==> config.mk <==
export PLATFORM = sky130hd
export DESIGN_NAME = blake2_round_sched_flat
export DESIGN_NICKNAME = d
export VERILOG_FILES = /design/src/rtl/blake2_pkg.sv /design/src/rtl/blake2_round_sched_if.sv /design/src/rtl/blake2_g_step.sv /design/src/rtl/blake2_round_sched.sv /design/src/flat_wrapper.sv
export SDC_FILE = /design/constraint.sdc
export NUM_CORES = 2
export LEC_CHECK = 0
export CAP_MARGIN = 20
export CORE_AREA = 2 2 603 605
export DETAILED_ROUTE_END_ITERATION = 6
export DIE_AREA = 0 0 605 607
export MAX_ROUTING_LAYER = met4
export PLACE_DENSITY = 0.45
export SYNTH_ARGS = -nofsm -noshare
export SYNTH_HDL_FRONTEND = slang
export SYNTH_SLANG_ARGS = --single-unit
==> constraint.sdc <==
create_clock -name clk -period 32.1 [get_ports clk]
set_input_delay 6.42 -clock clk [delete_from_list [all_inputs] [get_ports clk]]
set_output_delay 6.42 -clock clk [all_outputs]
set_load 0.02 [all_outputs]
==> src/rtl/blake2_pkg.sv <==
// Shared constants for the BLAKE2 round scheduler: message permutation,
// G step word indices, rotation amounts and the control FSM encoding.
package blake2_pkg;

  typedef enum logic [1:0] {
    IDLE = 2'd0,
    RUN  = 2'd1,
    DONE = 2'd2
  } state_t;

  // Each row lists message word indices left to right; element [0] is the
  // leftmost nibble of the literal.
  localparam logic [0:15][3:0] SIGMA [10] = '{
    64'h0123456789ABCDEF,
    64'hEA489FD61C02B753,
    64'hB8C052FDAE367194,
    64'h7931DCBE265A40F8,
    64'h905724AFE1BC683D,
    64'h2C6A0B834D75FE19,
    64'hC51FED4A0763928B,
    64'hDB7EC13950F4862A,
    64'h6FE9B308C2D714A5,
    64'hA2847615FB9E3CD0
  };

  // (a,b,c,d) working-vector indices: four column steps, then four diagonals.
  localparam logic [0:3][3:0] G_IDX [8] = '{
    16'h048C, 16'h159D, 16'h26AE, 16'h37BF,
    16'h05AF, 16'h16BC, 16'h278D, 16'h349E
  };

  localparam int R1_S = 16;
  localparam int R2_S = 12;
  localparam int R3_S = 8;
  localparam int R4_S = 7;

  localparam int R1_B = 32;
  localparam int R2_B = 24;
  localparam int R3_B = 16;
  localparam int R4_B = 63;

endpackage

==> src/rtl/blake2_round_sched_if.sv <==
// Block-level bus of the round scheduler: input block handshake, output
// vector handshake and the round/step debug taps.
interface blake2_round_sched_if #(
    parameter int W = 32
);
  // Both handshakes: a transfer happens on a rising clk edge where valid and
  // ready are both high; the sender holds its data stable while valid is high
  // and ready is low, and ready never waits on valid in the same cycle.
  logic                valid_i;
  logic                ready_o;
  logic [15:0][W-1:0]  v_i;
  logic [15:0][W-1:0]  m_i;
  logic                valid_o;
  logic                ready_i;
  logic [15:0][W-1:0]  v_o;
  logic [3:0]          round_o;
  logic [2:0]          step_o;

  modport master (
    output valid_i, v_i, m_i, ready_i,
    input  ready_o, valid_o, v_o, round_o, step_o
  );

  modport slave (
    input  valid_i, v_i, m_i, ready_i,
    output ready_o, valid_o, v_o, round_o, step_o
  );

endinterface

==> src/rtl/blake2_g_step.sv <==
// One combinational BLAKE2 G evaluation on four working words plus two
// message words.
module blake2_g_step #(
    parameter int W  = 32,
    parameter int R1 = 16,
    parameter int R2 = 12,
    parameter int R3 = 8,
    parameter int R4 = 7
) (
    input  logic [W-1:0] va,
    input  logic [W-1:0] vb,
    input  logic [W-1:0] vc,
    input  logic [W-1:0] vd,
    input  logic [W-1:0] x,
    input  logic [W-1:0] y,
    output logic [W-1:0] oa,
    output logic [W-1:0] ob,
    output logic [W-1:0] oc,
    output logic [W-1:0] od
);

  function automatic logic [W-1:0] rotr(input logic [W-1:0] val, input int n);
    return (val >> n) | (val << (W - n));
  endfunction

  logic [W-1:0] a1, b1, c1, d1;

  always_comb begin
    a1 = va + vb + x;
    d1 = rotr(vd ^ a1, R1);
    c1 = vc + d1;
    b1 = rotr(vb ^ c1, R2);
    oa = a1 + b1 + y;
    od = rotr(d1 ^ oa, R3);
    oc = c1 + od;
    ob = rotr(b1 ^ oc, R4);
  end

endmodule

==> src/rtl/blake2_round_sched.sv <==
// Iterative BLAKE2 compression rounds: owns v and m, applies one G step per
// clock, 8 steps per round, and hands the mixed vector to the finaliser.
module blake2_round_sched
  import blake2_pkg::*;
#(
    parameter int W      = 32,
    parameter int ROUNDS = 10,
    parameter int R1     = R1_S,
    parameter int R2     = R2_S,
    parameter int R3     = R3_S,
    parameter int R4     = R4_S
) (
    input logic                 clk,
    input logic                 nreset,
    blake2_round_sched_if.slave bus
);

  state_t             state_q, state_d;
  logic [15:0][W-1:0] v_q, m_q;
  logic [3:0]         round_q;
  logic [2:0]         step_q;

  logic [3:0]         row;
  logic [3:0]         ia, ib, ic, id, ix, iy;
  logic [W-1:0]       oa, ob, oc, od;
  logic               accept, last_step;

  assign accept    = (state_q == IDLE) && bus.valid_i;
  assign last_step = (step_q == 3'd7) && (round_q == 4'(ROUNDS - 1));

  // Rounds 10 and 11 (BLAKE2b) reuse permutation rows 0 and 1.
  always_comb begin
    row = (round_q >= 4'd10) ? (round_q - 4'd10) : round_q;
    ia  = G_IDX[step_q][0];
    ib  = G_IDX[step_q][1];
    ic  = G_IDX[step_q][2];
    id  = G_IDX[step_q][3];
    ix  = SIGMA[row][{step_q, 1'b0}];
    iy  = SIGMA[row][{step_q, 1'b1}];
  end

  blake2_g_step #(
    .W (W),
    .R1(R1),
    .R2(R2),
    .R3(R3),
    .R4(R4)
  ) u_g_step (
    .va(v_q[ia]),
    .vb(v_q[ib]),
    .vc(v_q[ic]),
    .vd(v_q[id]),
    .x (m_q[ix]),
    .y (m_q[iy]),
    .oa(oa),
    .ob(ob),
    .oc(oc),
    .od(od)
  );

  always_ff @(posedge clk or negedge nreset) begin
    if (!nreset) begin
      state_q <= IDLE;
    end else begin
      state_q <= state_d;
    end
  end

  always_comb begin
    state_d = state_q;
    case (state_q)
      IDLE:    if (bus.valid_i) state_d = RUN;
      RUN:     if (last_step) state_d = DONE;
      DONE:    if (bus.ready_i) state_d = IDLE;
      default: state_d = IDLE;
    endcase
  end

  always_comb begin
    bus.ready_o = 1'b0;
    bus.valid_o = 1'b0;
    case (state_q)
      IDLE:    bus.ready_o = 1'b1;
      DONE:    bus.valid_o = 1'b1;
      default: ;
    endcase
  end

  // Counters freeze on the final step so DONE keeps showing the last step.
  always_ff @(posedge clk or negedge nreset) begin
    if (!nreset) begin
      v_q     <= '0;
      m_q     <= '0;
      round_q <= '0;
      step_q  <= '0;
    end else begin
      case (state_q)
        IDLE: begin
          if (accept) begin
            v_q     <= bus.v_i;
            m_q     <= bus.m_i;
            round_q <= '0;
            step_q  <= '0;
          end
        end
        RUN: begin
          v_q[ia] <= oa;
          v_q[ib] <= ob;
          v_q[ic] <= oc;
          v_q[id] <= od;
          if (!last_step) begin
            step_q <= step_q + 3'd1;
            if (step_q == 3'd7) round_q <= round_q + 4'd1;
          end
        end
        default: ;
      endcase
    end
  end

  assign bus.v_o     = v_q;
  assign bus.round_o = round_q;
  assign bus.step_o  = step_q;

endmodule

==> src/flat_wrapper.sv <==
// flat-port wrapper written by rule: the top's interface ports become plain ports
module blake2_round_sched_flat import blake2_pkg::*;
#(
    parameter int W      = 32,
    parameter int ROUNDS = 10,
    parameter int R1     = R1_S,
    parameter int R2     = R2_S,
    parameter int R3     = R3_S,
    parameter int R4     = R4_S
)
  (clk, nreset, bus_valid_i, bus_v_i, bus_m_i, bus_ready_i, bus_ready_o, bus_valid_o, bus_v_o, bus_round_o, bus_step_o);
  blake2_round_sched_if #(.W(W)) bus_i ();
  input logic clk;
  input logic nreset;
  input wire logic [$bits(bus_i.valid_i)-1:0] bus_valid_i;
  input wire logic [$bits(bus_i.v_i)-1:0] bus_v_i;
  input wire logic [$bits(bus_i.m_i)-1:0] bus_m_i;
  input wire logic [$bits(bus_i.ready_i)-1:0] bus_ready_i;
  output wire logic [$bits(bus_i.ready_o)-1:0] bus_ready_o;
  output wire logic [$bits(bus_i.valid_o)-1:0] bus_valid_o;
  output wire logic [$bits(bus_i.v_o)-1:0] bus_v_o;
  output wire logic [$bits(bus_i.round_o)-1:0] bus_round_o;
  output wire logic [$bits(bus_i.step_o)-1:0] bus_step_o;
  assign bus_i.valid_i = bus_valid_i;
  assign bus_i.v_i = bus_v_i;
  assign bus_i.m_i = bus_m_i;
  assign bus_i.ready_i = bus_ready_i;
  assign bus_ready_o = bus_i.ready_o;
  assign bus_valid_o = bus_i.valid_o;
  assign bus_v_o = bus_i.v_o;
  assign bus_round_o = bus_i.round_o;
  assign bus_step_o = bus_i.step_o;
  blake2_round_sched #(.W(W), .ROUNDS(ROUNDS), .R1(R1), .R2(R2), .R3(R3), .R4(R4)) u_core (.clk(clk), .nreset(nreset), .bus(bus_i));
endmodule
# Yosys cells after proc, flatten, opt, wreduce, memory -nomap -nowiden
# Memory sizes are Yosys's and may differ from the RTL's.
# Cells that the tools add are included.
# totals
regBits	1033
mem_bits_ro	1152
inputBits	1028
out_inout_bits	521
word_cells	146
memories	2
# op_classes
add_sub_neg	9
magnitude_cmp	15
n_eq_ne	10
muxes	50
bitwise_logic	12
n_reduce_logical	13
# mem_list
name	words	width	read_ports	rd_ports_with_merged_regs	wr	line_no	source
(name not given)	16	64	1	0	0	blake2_round_sched.sv:39	iy = SIGMA[row][{step_q, 1'b1}];
(name not given)	8	16	1	0	0	blake2_round_sched.sv:34	ia = G_IDX[step_q][0];
# ops
op	count
$bwmux W512	4
$pmux W512 S2	1
$bmux W32 S4	6
$demux W32 S4	4
$mux W512	1
$mux W32	10
$add A32 B32 Y32	6
$mux W64	2
$xor A32 B32 Y32	4
$bmux W4 S4	2
$mux W16	2
$mux W4	8
$or A16 B32 Y32	1
$or A20 B32 Y32	1
$or A24 B32 Y32	1
$or A25 B32 Y32	1
$lt A4 B5 Y1 const B	6
$ge A4 B1 Y1 const B	4
$ge A5 B5 Y1 const B	3
$not A4 Y5	3
$ge A4 B4 Y1 const B	2
$pmux W4 S2	1
$logic_and A1 B1 Y1	6
$mux W2	3
19 further kinds	27

# Longest topological paths before layout
# logic_depth
word_depth	28
depth_mapped	75
depth_no_buf	71

# Hierarchy
# A second synthesis with hierarchy kept.
# unflattened
hier_cells	6288
area_unflattened_um2	65811.9
# by_module_without_submodules
mod	n_inst	cells_per_inst	area_per_inst_um2	seq_area_each_um2
blake2_round_sched	1	5150	56563.0	25849.8
blake2_g_step	1	1138	9248.9	0.0

# Worst setup path after synthesis
# OpenSTA, ideal clock, no wires.
# synth_path
kind	flip-flop to flip-flop
from	reg u_core.round_q[0], in the netlist u_core.bus.round_o[0]
to	reg u_core.v_q, in the netlist u_core.bus.v_o[152]
setup_time_ns	0.132
t_arrival_ns	15.632
required_ns	31.968
setup_slack_ns	16.336
path_stages_with_launch	73
path_buffers	7
synth_period_minus_slack_ns	15.764
cell_sequence	dfrtp_1 -> buf_2 -> inv_1 -> clkbuf_1 -> ha_1 -> nor2_1 -> o21ai_2 -> inv_1 -> ha_1 -> nand2_1 -> o2111ai_1 -> o311ai_0 -> o311ai_0 -> o31ai_2 -> clkbuf_1 -> clkbuf_1 -> buf_1 -> clkbuf_1 -> (+37 left out) -> or3_1 -> a311oi_1 -> a21o_1 -> a21oi_1 -> xor2_1 -> xor2_1 -> inv_1 -> ha_1 -> and2_1 -> a22o_1 -> a31oi_1 -> a21oi_1 -> nand2_1 -> a31oi_1 -> xnor2_1 -> xor2_1 -> xnor2_1 -> o21ai_0
# synth_via
elab_chain_len	28
word_cells_on_any_way	35
cone_classes	add/sub (6); order compare (1); mux (18); bitwise (9); memory (1)
# synth_rtl
item	line_no	source
start: declaration	blake2_round_sched.sv:20	logic [3:0] round_q;
start signal: assignment	blake2_round_sched.sv:113	if (step_q == 3'd7) round_q <= round_q + 4'd1;
$sub A4 B4 Y4 or $ge A4 B4 Y1 (tied branches)	blake2_round_sched.sv:33	row = (round_q >= 4'd10) ? (round_q - 4'd10) : round_q;
$mux W4 (*)	blake2_round_sched.sv:33	
$not A4 Y5 (implied by the code) (*)	blake2_round_sched.sv:38, blake2_round_sched.sv:39	
$mem_v2 Z16 W64 (*)	n/a	
$mux W64 (implied by the code) (*) (2 in series)	blake2_round_sched.sv:39	
$bmux W4 S4	blake2_round_sched.sv:38	ix = SIGMA[row][{step_q, 1'b0}];
$mux W4 (implied by the code) (2 in series)	blake2_round_sched.sv:38	
$bmux W32 S4	blake2_round_sched.sv:53	.x (m_q[ix]),
(+10 left out)	n/a	
$or A24 B32 Y32	blake2_g_step.sv:23	return (val >> n) | (val << (W - n));
$add A32 B32 Y32	blake2_g_step.sv:35	oc = c1 + od;
$xor A32 B32 Y32	blake2_g_step.sv:36	ob = rotr(b1 ^ oc, R4);
$or A25 B32 Y32	blake2_g_step.sv:23	
$bwmux W512	blake2_round_sched.sv:108	v_q[ib] <= ob;
$bwmux W512	blake2_round_sched.sv:109	v_q[ic] <= oc;
$bwmux W512 (*)	blake2_round_sched.sv:110	v_q[id] <= od;
$pmux W512 S2 (*)	blake2_round_sched.sv:97	case (state_q)
end signal: assignment	blake2_round_sched.sv:100	v_q <= bus.v_i;
end: declaration	blake2_round_sched.sv:19	logic [15:0][W-1:0] v_q, m_q;
# Mark *: on every way between the ends. The rest lies on a longest branch, timed or not. The select of a mux whose other input is x is not followed.
# A chain may end at the register's enable or synchronous reset.

# Worst setup path in the final report
# layout_path
from	reg u_core.round_q[0], in the netlist u_core.bus.round_o[0]
to	reg u_core.v_q, in the netlist u_core.bus.v_o[211]
# Same word-level chain as after synthesis.

==> metrics.md <==
| Metric | Value |
|---|---|
| Tcrit/Tclk final | `67.6%` |
| Starting density of the core | `17.4%` |
| Worst Tran Pin Value | `1.26 ns` |
| Max H-tree Level | `4` |
| Final HPWL DP | `429000 µm` |
| Die ar. | `0.367 mm²` |
| Status | `finished, violations left` |
| Final Hold Viols | `0` |
| CP max FO | `68` |
| Fraction of registers with async set/reset | `100%` |
| GRT Residual Overflow | `0` |
| Area Growth Syn to Fin | `41.7%` |
| Slew Limit Fails | `0` |
| Crit path arrival time | `22.43 ns` |
| Number of CTS-inserted buffers | `145` |
| Rel. slew slack | `15.6%` |
| Distinct cells, synth | `87` |
| PostCTS Resize Cnt | `0` |
| Crit path buf inv count | `5` |
| Unrepaired setup endpoints after global routing | `false` |
| Layout cell share with drive strength beyond 1 | `6.76%` |
| Clk_skew | `0.0884 ns` |
| Nets | `9980` |
| Core Area | `0.361 mm²` |
| Setup Buffers After CTS | `0` |
| Critical path class | `flip-flop to flip-flop` |
| Die Y | `607 µm` |
| Number of flops mapped to enable cells by yosys | `0` |
| Worst EP required | `32.82 ns` |
| Detailed Route Iter0 Violations | `9008` |
| Sink Count | `1033` |
| Antenna viol nets, final | `0` |
| Max Freq | `46.1 MHz` |
| Ys Warns | `0` |
| MaxCap Viol Count | `0` |
| Die Width | `605 µm` |
| R2r startpoint | `u_core.bus.round_o[0]` |
| Setup TNS | `0 ns` |
| Hold buffer count at cts | `0` |
| Hold Startpoint | `u_core.m_q[438]` |
| Failing checks | `DRC` |
| WHS | `0.496 ns` |
| Worst setup SP type | `flip-flop` |
| #FFs+latches synth | `1033` |
| Post-Syn Area per Cell | `8.43 µm²` |
| Routed len/inst | `38.3 µm` |
| Vias/cell | `4.99` |
| Largest net degree at the start of global routing | `183` |
| Critical path's largest stage delay | `0.97 ns` |
| Detailed-route via count | `68700` |
| Post-Synthesis Cells | `7440` |
| Port Buf Inserts | `1548` |
| Crit. Startpoint | `u_core.bus.round_o[0]` |
| Final count of negative-setup-slack endpoints | `0` |
| Syn nets | `8674` |
| Synth Cell Area | `0.0627 mm²` |
| Seq/Total Area, Yosys | `41.2%` |
| Root Buffer | `clkbuf_16` |
| Pre-antenna DRT Iters | `7` |
| Crit end category | `flip-flop` |
| Global-route usage over all layers | `28.5%` |
| Type of the most critical hold path | `flip-flop to flip-flop` |
| Boundary Pins | `1549` |
| Final core utilization | `24.6%` |
| TritonCTS clock tree | `yes` |
| Fillers | `39500` |
| Clock Tree Buf Depth | `4` |
| Slowest cell on crit path | `xor2_1` |
| Row Count | `221` |
| Clock latency on the worst-skew pair | `0.88 ns` |
| Min cycle time layout | `21.71 ns` |
| First-pass GRT wire length | `675000 µm` |
| Top_reg_cell synth | `dfrtp_1` |
| Total Routed Length | `528000 µm` |
| Cell family with most CP delay | `compound AO/OA/AOI/OAI gates` |
| Clk pin slew, worst setup/hold paths | `0.06 ns` |
| GPL Wtd Cong | `1.03` |
| Drt drc | `3` |
| Initial antenna violation count | `189` |
| Number of global-route vias before repair | `65700` |
## cells by family (layout without fill, tap and decap cells)
logic type	Yosys count	after routing	synth area share, %
AOI/OAI and AO/OA	1889	1889	19.9
xor gates and xnor gates	255	255	3.75
adders and majority gates	207	207	4.91
buffers and inverters	730	2138	4.46
DFF	1033	1033	41.2
muxes	163	163	5.22
other	0	124	0
and+or+nand+nor	3163	3163	20.5
## per-stage QoR
step / instances / instance area (µm²) / worst slack, ns
after detailed placement: 13400 / 83900 / 10.90
final: 13800 / 88900 / 10.39
after CTS: 13600 / 88500 / 10.78
after floorplan: 7440 / 62700 / 16.34
after global routing: 13700 / 88900 / 9.39
after global placement: 13400 / 83900 / 11.16
## metal layers
layer  part of all wire, %  vias up  GRT usage (%)
met4                   7.3        0           18.9
met5                     0        -              -
li1                      -    28700              -
met2                    41     4041           38.2
met1                    41    35100           35.9
met3                    11      884           9.62
## tightest hold or removal path: stages, from the launching register on
cell and delay [ns]:
dfrtp_1 0.35, nand2_1 0.06, nand2_1 0.06
## final timing paths
path / endpoint / slack (ns) / cells after the start
max reg2reg: u_core.bus.v_o[211] / 10.39 / 64
max: u_core.bus.v_o[211] / 10.39 / 64
min reg2reg: u_core.m_q[438] / 0.50 / 2
max in group asynchronous: u_core.bus.v_o[278] / 22.46 / 7
min: u_core.m_q[438] / 0.50 / 2
min in group asynchronous: u_core.m_q[211] / 5.53 / 1
## cell usage after synthesis, types with 13 or more instances
| master | instances | share of area [%] |
|---|---|---|
| a31oi_1 | 107 | 1.1 |
| clkbuf_1 | 487 | 2.9 |
| a21o_1 | 92 | 1.1 |
| nand2b_1 | 19 | 0.19 |
| nor2b_1 | 14 | 0.14 |
| fa_1 | 66 | 2.1 |
| buf_1 | 32 | 0.19 |
| and3_1 | 77 | 0.77 |
| ha_1 | 140 | 2.8 |
| o21ai_1 | 16 | 0.13 |
| nand2_1 | 2539 | 15 |
| o21bai_1 | 22 | 0.26 |
| a311oi_1 | 165 | 2.3 |
| nor3_1 | 25 | 0.20 |
| xnor2_1 | 142 | 2.0 |
| and2_1 | 130 | 1.3 |
| mux4_2 | 130 | 4.7 |
| nand3_1 | 159 | 1.3 |
| nor2_1 | 152 | 0.91 |
| o21a_1 | 13 | 0.16 |
| inv_1 | 191 | 1.1 |
| mux2i_1 | 29 | 0.46 |
| xor2_1 | 104 | 1.5 |
| a22oi_1 | 449 | 5.4 |
| a21oi_1 | 255 | 2.0 |
| a211oi_1 | 176 | 2.1 |
| o21ai_0 | 494 | 3.9 |
| dfrtp_1 | 1033 | 41 |
## final cells by class
class | count | area [µm²] | share of cell area [%]
multi-input cells | 5677 | 34600 | 38.9
flip-flops and latches | 1033 | 25900 | 29.1
repair buffers | 1698 | 16900 | 19.0
well taps | 4794 | 6000 | 6.75
clock buffers | 203 | 4050 | 4.55
inverters | 191 | 717 | 0.806
clock inverters | 46 | 551 | 0.619
diodes | 124 | 310 | 0.349
## sequential cells by signal, indices dropped and copies added, names as in the netlist
| name | cells |
|---|---|
| u_core.bus.v_o | 512 |
| u_core.m_q | 512 |
| u_core.bus.round_o | 4 |
| u_core.bus.step_o | 3 |
| u_core.state_q | 2 |
## layout by cell type, fill, tap and decap left out, types with 66 or more instances in the layout
| master | synthesis | routed |
|---|---|---|
| xnor2_1 | 142 | 123 |
| and2_1 | 130 | 129 |
| a22oi_1 | 449 | 449 |
| a21o_1 | 92 | 92 |
| nand2_1 | 2539 | 2530 |
| ha_1 | 140 | 140 |
| clkbuf_16 | 0 | 145 |
| inv_1 | 191 | 191 |
| dfrtp_1 | 1033 | 1031 |
| a21oi_1 | 255 | 233 |
| clkdlybuf4s50_1 | 0 | 1547 |
| mux4_2 | 130 | 130 |
| fa_1 | 66 | 66 |
| a211oi_1 | 176 | 176 |
| xor2_1 | 104 | 98 |
| o21ai_0 | 494 | 494 |
| buf_4 | 6 | 131 |
| and3_1 | 77 | 77 |
| a311oi_1 | 165 | 165 |
| a31oi_1 | 107 | 106 |
| diode_2 | 0 | 124 |
| nand3_1 | 159 | 159 |
| nor2_1 | 152 | 144 |
Power is left out: the tool's default activity adds up to more than one toggle a clock period on the data nets, which glitch-free logic cannot reach.
